## src/rtl/core_pkg.sv

```systemverilog
// Shared RV32I encodings: opcodes, ALU operations, operand-select codes,
// and the decode/ID-EX bundles with their bubble values.
package core_pkg;

  localparam logic [6:0] OPC_LUI      = 7'b0110111;
  localparam logic [6:0] OPC_AUIPC    = 7'b0010111;
  localparam logic [6:0] OPC_JAL      = 7'b1101111;
  localparam logic [6:0] OPC_JALR     = 7'b1100111;
  localparam logic [6:0] OPC_BRANCH   = 7'b1100011;
  localparam logic [6:0] OPC_LOAD     = 7'b0000011;
  localparam logic [6:0] OPC_STORE    = 7'b0100011;
  localparam logic [6:0] OPC_OP_IMM   = 7'b0010011;
  localparam logic [6:0] OPC_OP       = 7'b0110011;
  localparam logic [6:0] OPC_MISC_MEM = 7'b0001111;
  localparam logic [6:0] OPC_SYSTEM   = 7'b1110011;

  typedef enum logic [3:0] {
    ALU_ADD    = 4'd0,
    ALU_SUB    = 4'd1,
    ALU_SLL    = 4'd2,
    ALU_SLT    = 4'd3,
    ALU_SLTU   = 4'd4,
    ALU_XOR    = 4'd5,
    ALU_SRL    = 4'd6,
    ALU_SRA    = 4'd7,
    ALU_OR     = 4'd8,
    ALU_AND    = 4'd9,
    ALU_PASS_B = 4'd10
  } alu_op_e;

  localparam logic [1:0] SRC_A_RS1  = 2'd0;
  localparam logic [1:0] SRC_A_PC   = 2'd1;
  localparam logic [1:0] SRC_A_ZERO = 2'd2;

  typedef enum logic [2:0] {
    IMM_NONE = 3'd0,
    IMM_I    = 3'd1,
    IMM_S    = 3'd2,
    IMM_B    = 3'd3,
    IMM_U    = 3'd4,
    IMM_J    = 3'd5
  } imm_sel_e;

  typedef struct packed {
    alu_op_e    alu_op;
    logic [1:0] alu_src_a;
    logic       alu_src_b;
    logic       reg_write;
    logic       mem_read;
    logic       mem_write;
    logic       mem_to_reg;
    logic       branch;
    logic       jal;
    logic       jalr;
    logic       illegal;
  } ctrl_t;

  localparam ctrl_t CTRL_BUBBLE = '{
    alu_op: ALU_ADD, alu_src_a: SRC_A_RS1, alu_src_b: 1'b0, reg_write: 1'b0,
    mem_read: 1'b0, mem_write: 1'b0, mem_to_reg: 1'b0, branch: 1'b0,
    jal: 1'b0, jalr: 1'b0, illegal: 1'b0
  };

  typedef struct packed {
    logic [31:0] pc;
    logic [31:0] rs1_data;
    logic [31:0] rs2_data;
    logic [31:0] imm;
    logic [4:0]  rs1;
    logic [4:0]  rs2;
    logic [4:0]  rd;
    logic [2:0]  funct3;
    ctrl_t       ctrl;
  } id_ex_t;

  localparam id_ex_t ID_EX_BUBBLE = '{
    pc: 32'd0, rs1_data: 32'd0, rs2_data: 32'd0, imm: 32'd0,
    rs1: 5'd0, rs2: 5'd0, rd: 5'd0, funct3: 3'd0, ctrl: CTRL_BUBBLE
  };

  function automatic logic [31:0] gen_imm(input imm_sel_e sel, input logic [31:0] inst);
    logic [31:0] imm;
    case (sel)
      IMM_I:   imm = {{20{inst[31]}}, inst[31:20]};
      IMM_S:   imm = {{20{inst[31]}}, inst[31:25], inst[11:7]};
      IMM_B:   imm = {{19{inst[31]}}, inst[31], inst[7], inst[30:25], inst[11:8], 1'b0};
      IMM_U:   imm = {inst[31:12], 12'd0};
      IMM_J:   imm = {{11{inst[31]}}, inst[31], inst[19:12], inst[20], inst[30:21], 1'b0};
      default: imm = 32'd0;
    endcase
    return imm;
  endfunction

  // alt is inst[30]; it selects SUB only for register-register ops.
  function automatic alu_op_e alu_from_funct3(input logic [2:0] funct3, input logic alt,
                                              input logic is_reg_op);
    alu_op_e op;
    case (funct3)
      3'b000:  op = (is_reg_op && alt) ? ALU_SUB : ALU_ADD;
      3'b001:  op = ALU_SLL;
      3'b010:  op = ALU_SLT;
      3'b011:  op = ALU_SLTU;
      3'b100:  op = ALU_XOR;
      3'b101:  op = alt ? ALU_SRA : ALU_SRL;
      3'b110:  op = ALU_OR;
      3'b111:  op = ALU_AND;
      default: op = ALU_ADD;
    endcase
    return op;
  endfunction

endpackage

```

## src/rtl/regfile.sv

```systemverilog
// 32x32 register file: two asynchronous read ports, one synchronous write port.
// Optional write-through bypass when DECODE_WB_BYPASS_EN is defined.
module regfile (
  input  logic        clock,
  input  logic        reset,
  input  logic [4:0]  rs1,
  input  logic [4:0]  rs2,
  output logic [31:0] rs1_data,
  output logic [31:0] rs2_data,
  input  logic        wb_we,
  input  logic [4:0]  wb_rd,
  input  logic [31:0] wb_data
);

  logic [31:0] mem_r [32];

  // Array storage; x0 is never written so it stays zero.
  always_ff @(posedge clock or posedge reset) begin
    if (reset) begin
      for (int i = 0; i < 32; i++) begin
        mem_r[i] <= 32'd0;
      end
    end else if (wb_we && (wb_rd != 5'd0)) begin
      mem_r[wb_rd] <= wb_data;
    end
  end

  // Read ports, with same-cycle writeback forwarding in the bypass build.
  always_comb begin
    rs1_data = 32'd0;
    rs2_data = 32'd0;
    if (rs1 == 5'd0) begin
      rs1_data = 32'd0;
`ifdef DECODE_WB_BYPASS_EN
    end else if (wb_we && (wb_rd == rs1)) begin
      rs1_data = wb_data;
`endif
    end else begin
      rs1_data = mem_r[rs1];
    end
    if (rs2 == 5'd0) begin
      rs2_data = 32'd0;
`ifdef DECODE_WB_BYPASS_EN
    end else if (wb_we && (wb_rd == rs2)) begin
      rs2_data = wb_data;
`endif
    end else begin
      rs2_data = mem_r[rs2];
    end
  end

endmodule

```

## src/rtl/decode_stage.sv

```systemverilog
// RV32I decode stage: control decode, immediates, register read, load-use
// hazard detection and the ID/EX register. Regfile bypass: DECODE_WB_BYPASS_EN.
module decode_stage
  import core_pkg::*;
(
  input  logic        clock,
  input  logic        reset,
  input  logic [31:0] id_pc,
  input  logic [31:0] inst,
  input  logic        ex_flush,
  input  logic        wb_we,
  input  logic [4:0]  wb_rd,
  input  logic [31:0] wb_data,
  output logic        load_use_stall,
  output logic [31:0] ex_pc,
  output logic [31:0] ex_rs1_data,
  output logic [31:0] ex_rs2_data,
  output logic [31:0] ex_imm,
  output logic [4:0]  ex_rs1,
  output logic [4:0]  ex_rs2,
  output logic [4:0]  ex_rd,
  output logic [2:0]  ex_funct3,
  output logic [3:0]  ex_alu_op,
  output logic [1:0]  ex_alu_src_a,
  output logic        ex_alu_src_b,
  output logic        ex_reg_write,
  output logic        ex_mem_read,
  output logic        ex_mem_write,
  output logic        ex_mem_to_reg,
  output logic        ex_branch,
  output logic        ex_jal,
  output logic        ex_jalr,
  output logic        ex_illegal
);

  logic [6:0]  opcode_s;
  logic [4:0]  rd_s;
  logic [4:0]  rs1_s;
  logic [4:0]  rs2_s;
  logic [2:0]  funct3_s;
  ctrl_t       ctrl_dec_s;
  ctrl_t       ctrl_s;
  imm_sel_e    imm_sel_s;
  logic        rs1_used_s;
  logic        rs2_used_s;
  logic [31:0] rs1_data_s;
  logic [31:0] rs2_data_s;
  logic        hazard_s;
  id_ex_t      id_ex_next_s;
  id_ex_t      id_ex_r;

  assign opcode_s = inst[6:0];
  assign rd_s     = inst[11:7];
  assign funct3_s = inst[14:12];
  assign rs1_s    = inst[19:15];
  assign rs2_s    = inst[24:20];

  regfile u_regfile (
    .clock    (clock),
    .reset    (reset),
    .rs1      (rs1_s),
    .rs2      (rs2_s),
    .rs1_data (rs1_data_s),
    .rs2_data (rs2_data_s),
    .wb_we    (wb_we),
    .wb_rd    (wb_rd),
    .wb_data  (wb_data)
  );

  // Opcode decode into control bundle, immediate format and operand usage.
  always_comb begin
    ctrl_dec_s = CTRL_BUBBLE;
    imm_sel_s  = IMM_NONE;
    rs1_used_s = 1'b1;
    rs2_used_s = 1'b0;
    if (inst[1:0] != 2'b11) begin
      ctrl_dec_s.illegal = 1'b1;
    end else begin
      case (opcode_s)
        OPC_LUI: begin
          ctrl_dec_s.reg_write = 1'b1;
          ctrl_dec_s.alu_src_a = SRC_A_ZERO;
          ctrl_dec_s.alu_src_b = 1'b1;
          imm_sel_s            = IMM_U;
          rs1_used_s           = 1'b0;
        end
        OPC_AUIPC: begin
          ctrl_dec_s.reg_write = 1'b1;
          ctrl_dec_s.alu_src_a = SRC_A_PC;
          ctrl_dec_s.alu_src_b = 1'b1;
          imm_sel_s            = IMM_U;
        end
        OPC_JAL: begin
          ctrl_dec_s.reg_write = 1'b1;
          ctrl_dec_s.jal       = 1'b1;
          ctrl_dec_s.alu_src_a = SRC_A_PC;
          ctrl_dec_s.alu_src_b = 1'b1;
          imm_sel_s            = IMM_J;
          rs1_used_s           = 1'b0;
        end
        OPC_JALR: begin
          ctrl_dec_s.reg_write = 1'b1;
          ctrl_dec_s.jalr      = 1'b1;
          ctrl_dec_s.alu_src_b = 1'b1;
          imm_sel_s            = IMM_I;
        end
        OPC_BRANCH: begin
          ctrl_dec_s.branch = 1'b1;
          ctrl_dec_s.alu_op = ALU_SUB;
          imm_sel_s         = IMM_B;
          rs2_used_s        = 1'b1;
        end
        OPC_LOAD: begin
          ctrl_dec_s.reg_write  = 1'b1;
          ctrl_dec_s.mem_read   = 1'b1;
          ctrl_dec_s.mem_to_reg = 1'b1;
          ctrl_dec_s.alu_src_b  = 1'b1;
          imm_sel_s             = IMM_I;
        end
        OPC_STORE: begin
          ctrl_dec_s.mem_write = 1'b1;
          ctrl_dec_s.alu_src_b = 1'b1;
          imm_sel_s            = IMM_S;
          rs2_used_s           = 1'b1;
        end
        OPC_OP_IMM: begin
          ctrl_dec_s.reg_write = 1'b1;
          ctrl_dec_s.alu_src_b = 1'b1;
          ctrl_dec_s.alu_op    = alu_from_funct3(funct3_s, inst[30], 1'b0);
          imm_sel_s            = IMM_I;
        end
        OPC_OP: begin
          ctrl_dec_s.reg_write = 1'b1;
          ctrl_dec_s.alu_op    = alu_from_funct3(funct3_s, inst[30], 1'b1);
          rs2_used_s           = 1'b1;
        end
        OPC_MISC_MEM, OPC_SYSTEM: begin
          ctrl_dec_s = CTRL_BUBBLE;
        end
        default: begin
          ctrl_dec_s.illegal = 1'b1;
        end
      endcase
    end
  end

  // Writes to x0 are architectural no-ops, so never request them.
  always_comb begin
    ctrl_s           = ctrl_dec_s;
    ctrl_s.reg_write = ctrl_dec_s.reg_write && (rd_s != 5'd0);
  end

  assign hazard_s = id_ex_r.ctrl.mem_read && (id_ex_r.rd != 5'd0) &&
                    (((id_ex_r.rd == rs1_s) && rs1_used_s) ||
                     ((id_ex_r.rd == rs2_s) && rs2_used_s));
  // A flush squashes the load in EX, so there is nothing left to wait for.
  assign load_use_stall = hazard_s && !ex_flush;

  // ID/EX next value: flush and stall both insert a bubble.
  always_comb begin
    id_ex_next_s = ID_EX_BUBBLE;
    if (ex_flush) begin
      id_ex_next_s = ID_EX_BUBBLE;
    end else if (load_use_stall) begin
      id_ex_next_s = ID_EX_BUBBLE;
    end else begin
      id_ex_next_s.pc       = id_pc;
      id_ex_next_s.rs1_data = rs1_data_s;
      id_ex_next_s.rs2_data = rs2_data_s;
      id_ex_next_s.imm      = gen_imm(imm_sel_s, inst);
      id_ex_next_s.rs1      = rs1_s;
      id_ex_next_s.rs2      = rs2_s;
      id_ex_next_s.rd       = rd_s;
      id_ex_next_s.funct3   = funct3_s;
      id_ex_next_s.ctrl     = ctrl_s;
    end
  end

  // ID/EX pipeline register.
  always_ff @(posedge clock or posedge reset) begin
    if (reset) begin
      id_ex_r <= ID_EX_BUBBLE;
    end else begin
      id_ex_r <= id_ex_next_s;
    end
  end

  assign ex_pc         = id_ex_r.pc;
  assign ex_rs1_data   = id_ex_r.rs1_data;
  assign ex_rs2_data   = id_ex_r.rs2_data;
  assign ex_imm        = id_ex_r.imm;
  assign ex_rs1        = id_ex_r.rs1;
  assign ex_rs2        = id_ex_r.rs2;
  assign ex_rd         = id_ex_r.rd;
  assign ex_funct3     = id_ex_r.funct3;
  assign ex_alu_op     = id_ex_r.ctrl.alu_op;
  assign ex_alu_src_a  = id_ex_r.ctrl.alu_src_a;
  assign ex_alu_src_b  = id_ex_r.ctrl.alu_src_b;
  assign ex_reg_write  = id_ex_r.ctrl.reg_write;
  assign ex_mem_read   = id_ex_r.ctrl.mem_read;
  assign ex_mem_write  = id_ex_r.ctrl.mem_write;
  assign ex_mem_to_reg = id_ex_r.ctrl.mem_to_reg;
  assign ex_branch     = id_ex_r.ctrl.branch;
  assign ex_jal        = id_ex_r.ctrl.jal;
  assign ex_jalr       = id_ex_r.ctrl.jalr;
  assign ex_illegal    = id_ex_r.ctrl.illegal;

endmodule

```

## config.mk

```make
export PLATFORM = sky130hd
export DESIGN_NAME = decode_stage
export DESIGN_NICKNAME = d
export VERILOG_FILES = /design/src/rtl/core_pkg.sv /design/src/rtl/regfile.sv /design/src/rtl/decode_stage.sv
export SDC_FILE = /design/constraint.sdc
export NUM_CORES = 2
export LEC_CHECK = 0
export ABC_AREA = 0
export BUFFER_PORTS_ARGS = -buffer_cell sky130_fd_sc_hd__buf_4
export CORE_AREA = 5 5 422 424
export CTS_CLUSTER_SIZE = 25
export DETAILED_ROUTE_END_ITERATION = 10
export DIE_AREA = 0 0 427 429
export SLEW_MARGIN = 10
export SYNTH_ARGS = -nofsm -noshare
export SYNTH_HDL_FRONTEND = slang
export SYNTH_SLANG_ARGS = --single-unit
```

## constraint.sdc

```tcl
create_clock -name clock -period 45.7 [get_ports clock]
set_input_delay 2.285 -clock clock [delete_from_list [all_inputs] [get_ports clock]]
set_output_delay 2.285 -clock clock [all_outputs]
set_load 0.005 [all_outputs]
```

==> impl_results.md <==
- Outcome: completed
- Die area: 0.183 mm²
- Vias: 41443
- Share of layout cells above drive strength 1: 40.6%
- CP max stage delay: 0.74 ns
- CP Cell Sequence: buf_4 -> buf_4 -> buf_4 -> xor2_1 -> nor2_1 -> nand3b_1 -> a21boi_0 -> buf_4
- Net count, final: 4594
- Clk pin slew, worst setup/hold paths: 0.06 ns
- H-tree levels: 4
- Worst Hold Class: flip-flop to flip-flop
- Final min period: 6.94 ns
- YS warnings: 0
- Clock Tree Buf Depth: 3
- Port Buffers: 266
- Top Ports: 267
- Slew Viols, Final: 0
- Sequential element share of the synthesized area: 48.9%
- Synthesized area: 0.0605 mm²
- Hold Vio Cnt, Final: 0
- Cell taking the most area after synthesis: dfrtp_1
- Netlist cell types: 50
- Gr usage total: 21.8%
- Die Wd: 427 µm
- Post-Syn Instances: 4497
- Post-DP Area: 0.0644 mm²
- Clock Latency Late Sink: 0.77 ns
- Ys flop type: dfrtp_1
- PD cells: 43.6 mW/mm²
- Most frequent cell after synthesis: dfrtp_1
- Starting Density: 34.9%
- Clock Skew: 0.0253 ns
- Vias in the first global route: 42752
- Die height: 429 µm
- Antenna viol nets, final: 0
- Hold_buf cts: 0
- Share of synthesized registers carrying an async set or reset: 100%
- RePlAce Congestion: 0.792
- Setup-failing EPs final: 0
- Post-CTS sizing: 0
- Commonest cells in the netlist: dfrtp_1 (1184), mux2_2 (992), mux2i_1 (512)
- CTS Root Buffer Type: clkbuf_16
- Final TNS setup: 0 ns
- Critical path fanouts, max: 34
- Total power draw: 3.00 mW
- Area contributors post-synth: dfrtp_1 (49%), mux2_2 (18%), mux4_2 (9.5%)
- Peak supply drop: 0.0281 mV
- Leak Pwr: 30.5 nW
- Wirelength, routed: 204000 µm
- Final Cycle Share: 15.2%
- CTS tree: yes
- Core area: 0.173 mm²
- Setup repair bufs after CTS: 0
- Max-Cap Viols: 0
- Final non-filler cell total: 6921
- Drt drc: 0
- Num Clock Sinks: 1184
- First-pass GRT wire length: 298000 µm
- Synth top area share: 48.9%
- Critical Path RT: 43.42 ns
- Vias/cell: 5.99
- Cell mode on critical path: buf_4
- Rel. slew slack: 23.3%
- Initial antenna violation count: 13
- Net count of the mapped netlist: 4602
- GR Overflow Total: 0
- Dpl hpwl: 110000 µm
- Seq cells post-synth: 1184
- CP max stage cell: buf_4
- P&R area growth vs syn: 13.8%
- Critical path class: primary input to primary output
- F_max: 0.144 GHz
- Avg Cell Area, Syn: 13.5 µm²
- EDFF count, synth: 0
- Buf/Inv on CP: 4
- Delay-heaviest family, CP: buffers and inverters
- Row count: 153
- Num CTS Buffers: 134
- Worst Tran Pin Value: 1.15 ns
- Dpl cells: 6678
- Largest net degree at the start of global routing: 173
- Iter 0 DRT Violations: 3495
- Unrepaired setup endpoints after global routing: no
- Design Area, Final: 0.0689 mm²
- Fin util: 39.7%
- WL/cell: 29.5 µm
- Worst Setup Start Kind: primary input
- Router iterations before antenna repair: 5
- Crit path capture type: primary output
- Critical Path AT: 4.66 ns
==> flip-flops by register name, summed over array words and instances, names as in the netlist <==
register,count
ex_branch,1
ex_jal,1
ex_funct3,3
ex_alu_op,4
ex_imm,32
ex_illegal,1
ex_jalr,1
ex_rd,5
ex_reg_write,1
ex_rs1_data,32
ex_rs2_data,32
ex_pc,32
ex_alu_src_a,2
ex_mem_write,1
ex_rs1,5
ex_rs2,5
ex_mem_read,1
u_regfile.mem_r,1024
ex_alu_src_b,1
==> metal layers <==
metal | part of all wire [%] | vias to the layer above | routed length [µm] | GRT usage [%]
met5 | 0.020 | - | 41 | 0
met4 | 4.5 | 6 | 9090 | 8.92
met3 | 7.5 | 473 | 15200 | 4.24
met2 | 47 | 1763 | 95500 | 35.2
met1 | 41 | 22074 | 84300 | 28.8
li1 | - | 17127 | - | -
==> path summary, 6_finish.rpt <==
path	startpoint	end	slack, ns	cells past startpoint
min in group asynchronous	reset	u_regfile.mem_r[997]	1.73	2
hold / removal	u_regfile.mem_r[1009]	u_regfile.mem_r[1009]	0.40	0
setup reg to reg	ex_rd[1]	ex_rs1_data[31]	42.69	6
max in group asynchronous	reset	ex_rs1_data[18]	40.70	5
hold reg to reg	u_regfile.mem_r[1009]	u_regfile.mem_r[1009]	0.40	0
setup / recovery	inst[18]	load_use_stall	38.76	8
==> through the flow <==
stage,hold WS (ns),setup slack (ns)
2_1_floorplan,0.441,10.06
3_3_place_gp,0.377,38.75
3_5_place_dp,0.383,38.73
4_1_cts,0.397,38.85
5_1_grt,0.409,38.75
6_report,0.396,38.76
==> cells in the final DEF, fill, tap and decap left out, types with 49 or more instances in the layout <==
cell type  instances
buf_4            345
mux4_2           256
clkbuf_16        139
mux2i_1          512
and2_1            49
and4b_1           64
nand3_1           75
nor3_1            71
o21ai_0          133
nor2_1            91
a21oi_1           99
dfrtp_1         1184
a22oi_1           65
a221oi_1         256
mux2_2           992
==> cell type report <==
| class | count | area (µm²) |
|---|---|---|
| Inverter | 5 | 30.0 |
| Antenna cell | 5 | 12.5 |
| Sequential cell | 1184 | 29600 |
| Timing Repair Buffer | 354 | 2750 |
| Multi-Input combinational cell | 2810 | 29100 |
| Tap cell | 2325 | 2910 |
| Fill cell | 16254 | 105000 |
| Clock buffer | 197 | 3990 |
| Clock inverter | 41 | 532 |
==> power by group <==
part	internal, mW	total [mW]	switching, mW	leakage [nW]
logic	0.294	0.526	0.232	13.0
registers	1.23	1.36	0.132	15.3
clock network	0.662	1.12	0.453	2.23
==> logic make-up after synthesis <==
group                     share of synthesized area (%)
muxes                                              36.4
buffers and inverters                              3.46
AOI/OAI and AO/OA                                  6.59
xor gates and xnor gates                          0.145
and+or+nand+nor                                    4.42
DFF                                                48.9
Power figures use the tool's default switching activity.
